`src/rtl/lsu_pkg.sv`:
```
// Shared types, funct3 encodings and access-decode helpers for the MEM-stage load/store unit.
package lsu_pkg;

  typedef logic [1:0] lsu_state_t;

  localparam lsu_state_t IDLE = 2'd0;
  localparam lsu_state_t REQ  = 2'd1;
  localparam lsu_state_t RESP = 2'd2;
  localparam lsu_state_t DONE = 2'd3;

  localparam logic [2:0] F3_B  = 3'b000;
  localparam logic [2:0] F3_H  = 3'b001;
  localparam logic [2:0] F3_W  = 3'b010;
  localparam logic [2:0] F3_D  = 3'b011;
  localparam logic [2:0] F3_BU = 3'b100;
  localparam logic [2:0] F3_HU = 3'b101;
  localparam logic [2:0] F3_WU = 3'b110;

  function automatic logic [3:0] size_bytes(input logic [2:0] funct3);
    case (funct3)
      F3_B, F3_BU: size_bytes = 4'd1;
      F3_H, F3_HU: size_bytes = 4'd2;
      F3_W, F3_WU: size_bytes = 4'd4;
      default:     size_bytes = 4'd8;
    endcase
  endfunction

  function automatic logic is_aligned(input logic [2:0] funct3, input logic [2:0] off);
    case (size_bytes(funct3))
      4'd1:    is_aligned = 1'b1;
      4'd2:    is_aligned = (off[0] == 1'b0);
      4'd4:    is_aligned = (off[1:0] == 2'b00);
      default: is_aligned = (off == 3'b000);
    endcase
  endfunction

  // Unsigned-load encodings have no store counterpart; 64-bit widths need XLEN=64.
  function automatic logic is_legal(input logic [2:0] funct3, input logic we,
                                    input int unsigned xlen);
    case (funct3)
      F3_B, F3_H, F3_W: is_legal = 1'b1;
      F3_D:             is_legal = (xlen == 64);
      F3_BU, F3_HU:     is_legal = ~we;
      F3_WU:            is_legal = ~we & (xlen == 64);
      default:          is_legal = 1'b0;
    endcase
  endfunction

endpackage

```
`src/rtl/lsu_mem_stage_if.sv`:
```
// Data-memory request/response bus between the load/store unit (master) and memory (slave).
interface lsu_mem_stage_if #(
  parameter int unsigned XLEN   = 32,
  parameter int unsigned ADDR_W = 32
);
  localparam int unsigned NBYTES = XLEN / 8;

  logic              mem_req_valid;
  logic              mem_req_ready;
  logic [ADDR_W-1:0] mem_addr;
  logic              mem_we;
  logic [NBYTES-1:0] mem_be;
  logic [XLEN-1:0]   mem_wdata;
  logic              mem_rsp_valid;
  logic [XLEN-1:0]   mem_rdata;

  modport master (
    output mem_req_valid, mem_addr, mem_we, mem_be, mem_wdata,
    input  mem_req_ready, mem_rsp_valid, mem_rdata
  );

  modport slave (
    input  mem_req_valid, mem_addr, mem_we, mem_be, mem_wdata,
    output mem_req_ready, mem_rsp_valid, mem_rdata
  );
endinterface

```
`src/rtl/lsu_lane_align.sv`:
```
// Byte-lane steering: store data/byte-enable placement and load extraction with extension.
module lsu_lane_align
  import lsu_pkg::*;
#(
  parameter int unsigned XLEN = 32,
  localparam int unsigned NBYTES = XLEN / 8,
  localparam int unsigned OFF_W = $clog2(NBYTES)
) (
  input  logic [2:0]        stFunct3_i,
  input  logic [OFF_W-1:0]  stOff_i,
  input  logic [XLEN-1:0]   stWdata_i,
  output logic [NBYTES-1:0] be_o,
  output logic [XLEN-1:0]   wdata_o,
  input  logic [2:0]        ldFunct3_i,
  input  logic [OFF_W-1:0]  ldOff_i,
  input  logic [XLEN-1:0]   rdata_i,
  output logic [XLEN-1:0]   ldData_o
);
  logic [3:0]        stSize;
  logic [NBYTES-1:0] stMask;
  logic [3:0]        ldSize;
  logic [XLEN-1:0]   shifted;
  logic              signBit;

  always_comb begin
    stSize = size_bytes(stFunct3_i);
    stMask = '0;
    for (int i = 0; i < NBYTES; i++) stMask[i] = (i < int'(stSize));
    be_o    = stMask << stOff_i;
    wdata_o = stWdata_i << {stOff_i, 3'b000};
  end

  always_comb begin
    shifted = rdata_i >> {ldOff_i, 3'b000};
    ldSize  = size_bytes(ldFunct3_i);
    signBit = 1'b0;
    for (int i = 0; i < NBYTES; i++) begin
      if (i == int'(ldSize) - 1) signBit = shifted[8*i+7];
    end
    // funct3[2] clear marks the sign-extending loads.
    for (int i = 0; i < XLEN; i++) begin
      ldData_o[i] = (i < 8 * int'(ldSize)) ? shifted[i] : (~ldFunct3_i[2] & signBit);
    end
  end

endmodule

```
`src/rtl/lsu_mem_stage.sv`:
```
// MEM-stage load/store unit: stalls the pipeline across a variable-latency memory access
// and flags misaligned accesses instead of issuing them.
module lsu_mem_stage
  import lsu_pkg::*;
#(
  parameter int unsigned XLEN   = 32,
  parameter int unsigned ADDR_W = 32,
  localparam int unsigned NBYTES = XLEN / 8
) (
  input  logic              clk,
  input  logic              clr,
  input  logic              req_valid,
  input  logic              req_we,
  input  logic [2:0]        req_funct3,
  input  logic [ADDR_W-1:0] req_addr,
  input  logic [XLEN-1:0]   req_wdata,
  output logic              stallM,
  output logic              misalignM,
  output logic              load_valid,
  output logic [XLEN-1:0]   load_data,
  lsu_mem_stage_if.master   mem
);
  localparam int unsigned OFF_W = $clog2(NBYTES);

  lsu_state_t        stateQ, stateD;
  logic [ADDR_W-1:0] addrQ;
  logic              weQ;
  logic [2:0]        funct3Q;
  logic [OFF_W-1:0]  offQ;
  logic [NBYTES-1:0] beQ;
  logic [XLEN-1:0]   wdataQ;
  logic [XLEN-1:0]   loadDataQ;

  logic [OFF_W-1:0]  reqOff;
  logic              reqLegal, reqAligned, reqGo;
  logic [NBYTES-1:0] stBe;
  logic [XLEN-1:0]   stWdata, ldData;

  assign reqOff     = req_addr[OFF_W-1:0];
  assign reqLegal   = is_legal(req_funct3, req_we, XLEN);
  assign reqAligned = is_aligned(req_funct3, 3'(reqOff));
  assign reqGo      = req_valid & reqLegal & reqAligned;

  lsu_lane_align #(.XLEN(XLEN)) u_lane_align (
    .stFunct3_i (req_funct3),
    .stOff_i    (reqOff),
    .stWdata_i  (req_wdata),
    .be_o       (stBe),
    .wdata_o    (stWdata),
    .ldFunct3_i (funct3Q),
    .ldOff_i    (offQ),
    .rdata_i    (mem.mem_rdata),
    .ldData_o   (ldData)
  );

  always_comb begin
    stateD = stateQ;
    case (stateQ)
      IDLE:    if (reqGo) stateD = REQ;
      REQ:     if (mem.mem_req_ready) stateD = weQ ? DONE : RESP;
      RESP:    if (mem.mem_rsp_valid) stateD = DONE;
      DONE:    stateD = IDLE;
      default: stateD = IDLE;
    endcase
  end

  always_ff @(posedge clk or posedge clr) begin
    if (clr) begin
      stateQ    <= IDLE;
      addrQ     <= '0;
      weQ       <= 1'b0;
      funct3Q   <= '0;
      offQ      <= '0;
      beQ       <= '0;
      wdataQ    <= '0;
      loadDataQ <= '0;
    end else begin
      stateQ <= stateD;
      if (stateQ == IDLE && reqGo) begin
        addrQ   <= {req_addr[ADDR_W-1:OFF_W], {OFF_W{1'b0}}};
        weQ     <= req_we;
        funct3Q <= req_funct3;
        offQ    <= reqOff;
        beQ     <= stBe;
        wdataQ  <= stWdata;
      end
      if (stateQ == RESP && mem.mem_rsp_valid) loadDataQ <= ldData;
    end
  end

  assign stallM     = ~clr & reqGo & (stateQ != DONE);
  assign misalignM  = ~clr & req_valid & reqLegal & ~reqAligned & (stateQ == IDLE);
  assign load_valid = (stateQ == DONE) & ~weQ;
  assign load_data  = loadDataQ;

  assign mem.mem_req_valid = (stateQ == REQ);
  assign mem.mem_addr      = addrQ;
  assign mem.mem_we        = weQ;
  assign mem.mem_be        = beQ;
  assign mem.mem_wdata     = wdataQ;

  // The pipeline keeps the MEM-stage instruction in place until the access completes.
  reqHeldA: assert property (@(posedge clk) disable iff (clr) (stateQ != IDLE) |-> req_valid);

endmodule

```
`src/flat_wrapper.sv`:
```
// flat-port wrapper written by rule: the top's interface ports become plain ports
module lsu_mem_stage_flat import lsu_pkg::*;
#(
  parameter int unsigned XLEN   = 32,
  parameter int unsigned ADDR_W = 32,
  localparam int unsigned NBYTES = XLEN / 8
)
  (clk, clr, req_valid, req_we, req_funct3, req_addr, req_wdata, stallM, misalignM, load_valid, load_data, mem_mem_req_valid, mem_mem_addr, mem_mem_we, mem_mem_be, mem_mem_wdata, mem_mem_req_ready, mem_mem_rsp_valid, mem_mem_rdata);
  lsu_mem_stage_if #(.XLEN(XLEN), .ADDR_W(ADDR_W)) mem_i ();
  input  logic clk;
  input  logic clr;
  input  logic req_valid;
  input  logic req_we;
  input  logic [2:0] req_funct3;
  input  logic [ADDR_W-1:0] req_addr;
  input  logic [XLEN-1:0] req_wdata;
  output logic stallM;
  output logic misalignM;
  output logic load_valid;
  output logic [XLEN-1:0] load_data;
  output wire logic [$bits(mem_i.mem_req_valid)-1:0] mem_mem_req_valid;
  output wire logic [$bits(mem_i.mem_addr)-1:0] mem_mem_addr;
  output wire logic [$bits(mem_i.mem_we)-1:0] mem_mem_we;
  output wire logic [$bits(mem_i.mem_be)-1:0] mem_mem_be;
  output wire logic [$bits(mem_i.mem_wdata)-1:0] mem_mem_wdata;
  input wire logic [$bits(mem_i.mem_req_ready)-1:0] mem_mem_req_ready;
  input wire logic [$bits(mem_i.mem_rsp_valid)-1:0] mem_mem_rsp_valid;
  input wire logic [$bits(mem_i.mem_rdata)-1:0] mem_mem_rdata;
  assign mem_mem_req_valid = mem_i.mem_req_valid;
  assign mem_mem_addr = mem_i.mem_addr;
  assign mem_mem_we = mem_i.mem_we;
  assign mem_mem_be = mem_i.mem_be;
  assign mem_mem_wdata = mem_i.mem_wdata;
  assign mem_i.mem_req_ready = mem_mem_req_ready;
  assign mem_i.mem_rsp_valid = mem_mem_rsp_valid;
  assign mem_i.mem_rdata = mem_mem_rdata;
  lsu_mem_stage #(.XLEN(XLEN), .ADDR_W(ADDR_W)) u_core (.clk(clk), .clr(clr), .req_valid(req_valid), .req_we(req_we), .req_funct3(req_funct3), .req_addr(req_addr), .req_wdata(req_wdata), .stallM(stallM), .misalignM(misalignM), .load_valid(load_valid), .load_data(load_data), .mem(mem_i));
endmodule
```
`config.mk`:
```
export PLATFORM = sky130hd
export DESIGN_NAME = lsu_mem_stage_flat
export DESIGN_NICKNAME = d
export VERILOG_FILES = /design/src/rtl/lsu_pkg.sv /design/src/rtl/lsu_mem_stage_if.sv /design/src/rtl/lsu_lane_align.sv /design/src/rtl/lsu_mem_stage.sv /design/src/flat_wrapper.sv
export SDC_FILE = /design/constraint.sdc
export NUM_CORES = 1
export LEC_CHECK = 0
export CAP_MARGIN = 20
export CORE_UTILIZATION = 48
export CTS_BUF_LIST = sky130_fd_sc_hd__clkbuf_8
export CTS_CLUSTER_SIZE = 16
export DETAILED_ROUTE_END_ITERATION = 6
export GPL_TIMING_DRIVEN = 0
export HOLD_SLACK_MARGIN = 0.12
export PLACE_DENSITY = 0.88
export RECOVER_POWER = 50
export SYNTH_ARGS = -nofsm -noshare
export SYNTH_HDL_FRONTEND = slang
export SYNTH_SLANG_ARGS = --single-unit
export TNS_END_PERCENT = 10
```
`constraint.sdc`:
```
create_clock -name clk -period 8.9 [get_ports clk]
set_input_delay 2.225 -clock clk [delete_from_list [all_inputs] [get_ports clk]]
set_output_delay 2.225 -clock clk [all_outputs]
set_load 0.01 [all_outputs]
```
==> impl_results.md <==
- Status: finished with violations
- Failing checks: capacitance limit, slew limit
- Placed insts: 797
- Final setup viols: 0
- Cts hold-fix bufs: 0
- Leakage: 3.24 nW
- CTS Root Cell: clkbuf_8
- Highest routed layer: met4
- Clock tree buffer depth: 2
- First-pass GRT wire length: 24700 µm
- Endpoints failing hold: 0
- Crit-path cells: dlygate4sd3_1, a21oi_1, o21ai_0, nor3_1, clkdlybuf4s50_1
- HP Class: reg2reg
- Max-cap violations: 2
- I/O pin cnt: 210
- Setup Fix Bufs, Post-CTS: 0
- Routability cong.: 0.936
- Synth async-reset ratio: 1.00
- Ant diodes: 0
- Setup Crit Path Kind: in2out
- Vias in the first global route: 4929
- Cell taking the most area after synthesis: dfrtp_1
- Area growth syn-to-layout: 46.9%
- Routed met3 length: 1210 µm
- Yosys cell types: 49
- Routed vias/inst: 5.70
- Initial antenna violation count: 0
- Largest net degree at the start of global routing: 65
- Average cell area after synthesis: 11.4 µm²
- Comb pwr share: 0.506
- DRT iter0 DRCs: 289
- Ranking of synthesized cells by area: dfrtp_1, mux2_2, mux2i_1, a21oi_1, nor2_1
- Sw Pwr: 0.000839 W
- Cells after Synth: 454
- Detailed placement HPWL: 11800 µm
- Fin nets: 781
- Clk sinks: 106
- Slew @ Worst Pin: 3.34 ns
- Power per cell area: 309 nW/µm²
- Residual DRC: 0
- Synth Cell Area: 5170 µm²
- Most frequent cells in the layout: clkdlybuf4s50_1, dfrtp_1, mux2_2, dlygate4sd3_1, a21oi_1
- CP max stage delay: 0.64 ns
- Max Freq: 148 MHz
- Die height: 106 µm
- Crit share post-route: 0.757
- Synth Register Bits: 106
- Most common cell after layout, fill and taps aside: clkdlybuf4s50_1
- Top FF cell, synth: dfrtp_1
- Fraction of layout cells with a size suffix above 1: 0.136
- Startpoint Class: input port
- Die ar.: 11200 µm²
- Clock buffer count from CTS: 9
- Clk pwr share: 0.128
- Max transition margin: -1.22
- Final setup TNS: 0 ns
- Crit-path max FO: 7
- Routed Antenna Nets: 0
- Port buffer count: 205
- Yosys Warn Count: 0
- Row Count: 37
- Int Pwr: 0.00151 W
- Hold slack: 0.488 ns
- Data required, critical path: 6.68 ns
- CP Buf/Inv Count: 2
- Clock skew: 0.0122 ns
- Initial core utilization: 0.499
- Core footprint: 10400 µm²
- Metal-1 WL: 6190 µm
- CP Capture Type: output port
- Resized cells post-CTS: 0
- Die width: 106 µm
- CTS tree: yes
- Power share of the sequential group: 0.366
- H-tree depth: 3
- Post-synth EDFFs: 0
- Non-filler instance count after layout: 813
- Final WL: 15700 µm
- CP Data Arrival Time: 4.52 ns
- Yosys top cell area share: 0.513
- Slowest cell on the critical path: dlygate4sd3_1
- Post-synthesis sequential area ratio: 0.513
- VDD IR max: 177 µV
- CTS clock-pin slew for the worst setup and hold paths: 0.10 ns
- Final min period: 6.74 ns
- CP delay by family, top: buffers and inverters
- Switching Fraction: 0.358
- Clk_lat worst skew: 0.38 ns
- WL met2: 7910 µm
- DR WL/cell: 19.3 µm
- Drt pass-1 iters: 5
- Max Slew Vio Count: 109
- DR vias: 4636
- RSZ-0062 raised after global routing: false
- GR Overflow Total: 0
- Total track usage: 0.285
==> metal layers <==
metal / track usage / vias to the layer above
met1: 0.342 / 2291
met3: 0.0754 / 31
met5: 0 / -
met4: 0.105 / 0
met2: 0.492 / 220
li1: - / 2094
==> sequential cells by signal, indices dropped and copies added (netlist names) <==
name / count
u_core.load_data: 32
u_core.mem.mem_wdata: 32
u_core.mem.mem_addr: 30
u_core.mem.mem_be: 4
u_core.funct3Q: 3
u_core.offQ: 2
u_core.stateQ: 2
u_core.mem.mem_we: 1
==> cell families after synthesis <==
kind of cell | Yosys count | share of synthesized area
flip-flops | 106 | 0.513
AO/OA/AOI/OAI | 120 | 0.153
buffers and inverters | 42 | 0.0365
adder cells (fa/ha/maj) | 4 | 0.00968
AND/OR/NAND/NOR | 91 | 0.0803
multiplexers | 90 | 0.207
other | 1 | 0.000725
==> worst paths after layout <==
path | start | end | slack [ns] | cells past startpoint
worst max-delay path | req_funct3[1] | misalignM | 2.16 | 5
worst min-delay path | u_core.mem.mem_be[0]$_DFFE_PP0P_ | u_core.mem.mem_be[0]$_DFFE_PP0P_ | 0.49 | 1
worst max register to register | u_core.stateQ[0]$_DFFE_PP0P_ | u_core.mem.mem_wdata[26]$_DFFE_PP0P_ | 6.07 | 8
worst min register to register | u_core.mem.mem_be[0]$_DFFE_PP0P_ | u_core.mem.mem_be[0]$_DFFE_PP0P_ | 0.49 | 1
max in group asynchronous | clr | u_core.mem.mem_addr[2]$_DFFE_PP0P_ | 2.23 | 3
min in group asynchronous | clr | u_core.mem.mem_wdata[18]$_DFFE_PP0P_ | 2.84 | 2
==> cell type report <==
class,count,area [µm²]
well taps,136,170
flip-flops and latches,106,2650
inverters,10,38.8
fillers,707,2770
clock inverters,7,71.3
multi-input cells,307,2330
repair buffers,206,2060
plain buffers,32,151
clock buffers,9,124
==> power groups by stage <==
stage / clock network (W) / logic [W] / registers (W)
after floorplan: 0 / 0.000475 / 0.000952
after global placement: 0 / 0.00118 / 0.000852
after detailed placement: 0 / 0.00122 / 0.000867
after CTS: 0.000303 / 0.00123 / 0.000863
after global routing: 0.000322 / 0.00127 / 0.000887
final: 0.000300 / 0.00119 / 0.000859
==> metrics by stage <==
step | power, W | utilization | setup slack, ns | area, µm²
after detailed placement | 0.00209 | 0.716 | 2.38 | 7430
after global placement | 0.00203 | 0.713 | 2.41 | 7400
after floorplan | 0.00143 | - | 3.56 | 5180
after global routing | 0.00248 | 0.733 | 1.26 | 7600
after CTS | 0.00239 | 0.735 | 2.36 | 7620
final | 0.00234 | 0.733 | 2.16 | 7600
==> synth_stat cells, drive strengths merged (2+ instances only) <==
cell type	n
dfrtp	106
mux2	59
a21oi	43
nor2	36
nand2	30
mux2i	24
o21ai	24
clkbuf	17
buf	15
a22o	10
inv	10
o2bb2ai	9
a221oi	8
nor2b	8
mux4	7
a211oi	4
a221o	4
ha	4
nand3	4
nor3	4
a2111oi	3
a21o	3
and2	3
o221ai	2
Power figures use the tool's default switching activity.
==> RTL change 1: new RTL, same flow settings <==
`ADDR_W` is set to 32 in 3 places; all go to 64.
--- a/src/rtl/lsu_mem_stage_if.sv
+++ b/src/rtl/lsu_mem_stage_if.sv
@@ -1,7 +1,7 @@
 // Data-memory request/response bus between the load/store unit (master) and memory (slave).
 interface lsu_mem_stage_if #(
   parameter int unsigned XLEN   = 32,
-  parameter int unsigned ADDR_W = 32
+  parameter int unsigned ADDR_W = 64
 );
   localparam int unsigned NBYTES = XLEN / 8;
 
--- a/src/rtl/lsu_mem_stage.sv
+++ b/src/rtl/lsu_mem_stage.sv
@@ -4,7 +4,7 @@
   import lsu_pkg::*;
 #(
   parameter int unsigned XLEN   = 32,
-  parameter int unsigned ADDR_W = 32,
+  parameter int unsigned ADDR_W = 64,
   localparam int unsigned NBYTES = XLEN / 8
 ) (
   input  logic              clk,
--- a/src/flat_wrapper.sv
+++ b/src/flat_wrapper.sv
@@ -2,7 +2,7 @@
 module lsu_mem_stage_flat import lsu_pkg::*;
 #(
   parameter int unsigned XLEN   = 32,
-  parameter int unsigned ADDR_W = 32,
+  parameter int unsigned ADDR_W = 64,
   localparam int unsigned NBYTES = XLEN / 8
 )
   (clk, clr, req_valid, req_we, req_funct3, req_addr, req_wdata, stallM, misalignM, load_valid, load_data, mem_mem_req_valid, mem_mem_addr, mem_mem_we, mem_mem_be, mem_mem_wdata, mem_mem_req_ready, mem_mem_rsp_valid, mem_mem_rdata);
Interface: changed (resized mem_mem_addr and req_addr); port bits go from 210 to 274. The function was not compared with the original's and may differ.
==> RTL change 1 against the original RTL <==
The run still ends with max-capacitance violations, max-slew violations left. Clock skew is 0.0047 ns lower. Sequential cell count is 32 higher. First-iteration DRC count is 56% higher. Sequential share of layout area is 0.099 points higher. Via count is 19% higher. Setup slack better by 0.36 ns. Sequential power is 28% higher. Area after synthesis is 25% higher. Hold slack better by 0.0076 ns. Design area is 30% higher. Total power is 34% higher. Critical path depth is 1 higher. Routed wire length is 25% higher. Highest routed layer unchanged.
==> RTL change 1: results (changes against the original RTL) <==
[pwr]
leakagePower_nw=4.39  ; +35%

[timing]
min_period_ns=6.38  ; -0.361 ns
relSlewSlack_pct=-69.1  ; +53 points
maxSlewViolCount=56  ; -49%

[cts]
cts_made_buffers=17  ; +8
htree_levels=4  ; +1

[place]
port_buffers=270  ; +32%
detailed_place_hpwl_um=14600  ; +24%
post-place-ws_ns=2.53  ; +0.157 ns
gp_congestion=0.933  ; -0.32%
placed_cells=966  ; +21%

[route]
met1_length_um=7570  ; +22%
route.met3.wl_um=1890  ; +56%
wl_met2_um=9710  ; +23%
routed_wirelength_um=19600  ; +25%
wl_per_cell_um=19.7  ; +1.8%
vias_per_cell=5.52  ; -3.1%

[critical_path]
slowest_stage=clkdlybuf4s50_1

[run_status]
status=finished with violations
violations=max-capacitance violations, max-slew violations

[synthesis]
yosys.area_share.adder_pct=0.773  ; -0.19 points
synth-seq-area-share_pct=53.3  ; +2.1 points

[job]
maxCapViolCount=1  ; -1

[global_route]
grt_pass1_vias=5729  ; +16%

[die]
start_util_pct=49.1  ; -0.79 points

## RTL change 1: layer usage
metal / GRT usage [%] / vias up
li1: - / 2431
met1: 32.0 / 2718
met2: 49.2 / 318
met3: 10.2 / 41
met4: 11.5 / 0
met5: 0 / -
## RTL change 1: path summary, 6_finish.rpt
path,startpoint,to,cells after the start
max,req_funct3[0],stallM,6
min,u_core.load_data[1]$_DFFE_PP0P_,u_core.load_data[1]$_DFFE_PP0P_,2
max reg2reg,u_core.stateQ[0]$_DFFE_PP0P_,u_core.load_data[30]$_DFFE_PP0P_,7
min reg2reg,u_core.load_data[1]$_DFFE_PP0P_,u_core.load_data[1]$_DFFE_PP0P_,2
max in group asynchronous,clr,u_core.mem.mem_be[1]$_DFFE_PP0P_,3
min in group asynchronous,clr,u_core.mem.mem_addr[35]$_DFFE_PP0P_,2
## RTL change 1: kinds of logic after synthesis
group,after synthesis
multiplexers,128
adder cells (fa/ha/maj),4
AO/OA/AOI/OAI,122
AND/OR/NAND/NOR,77
other,1
buffers and inverters,48
flip-flops,138
## RTL change 1: stage by stage
step	utilization [%]	instance area (µm²)
4_1_cts	74.8	9870
6_report	74.8	9860
3_3_place_gp	71.3	9400
3_5_place_dp	71.5	9430
2_1_floorplan	-	6480
5_1_grt	74.8	9860
## RTL change 1: cell type report
| class | instances | area (µm²) |
|---|---|---|
| inverters | 6 | 23.8 |
| clock buffers | 19 | 262 |
| repair buffers | 271 | 2730 |
| well taps | 176 | 220 |
| plain buffers | 42 | 233 |
| multi-input cells | 333 | 2770 |
| flip-flops and latches | 138 | 3450 |
| clock inverters | 12 | 173 |
| fillers | 817 | 3330 |
## RTL change 1: power by group through the flow
stage          combinational, mW  sequential [mW]  clock [mW]
5_1_grt                     1.57             1.13       0.599
3_3_place_gp                1.47             1.09           0
2_1_floorplan              0.585             1.21           0
6_report                    1.48             1.10       0.565
3_5_place_dp                1.51             1.11           0
4_1_cts                     1.52             1.10       0.573
## RTL change 1: worst reg2reg max path, delay by kind of cell, from the launching register on
| family | cells | cell delay [ns] |
|---|---|---|
| AOI/OAI and AO/OA | 1 | 0.23 |
| adders and majority gates | 1 | 0.19 |
| buffers and inverters | 2 | 0.46 |
| DFF | 1 | 0.44 |
| and+or+nand+nor | 3 | 1.00 |
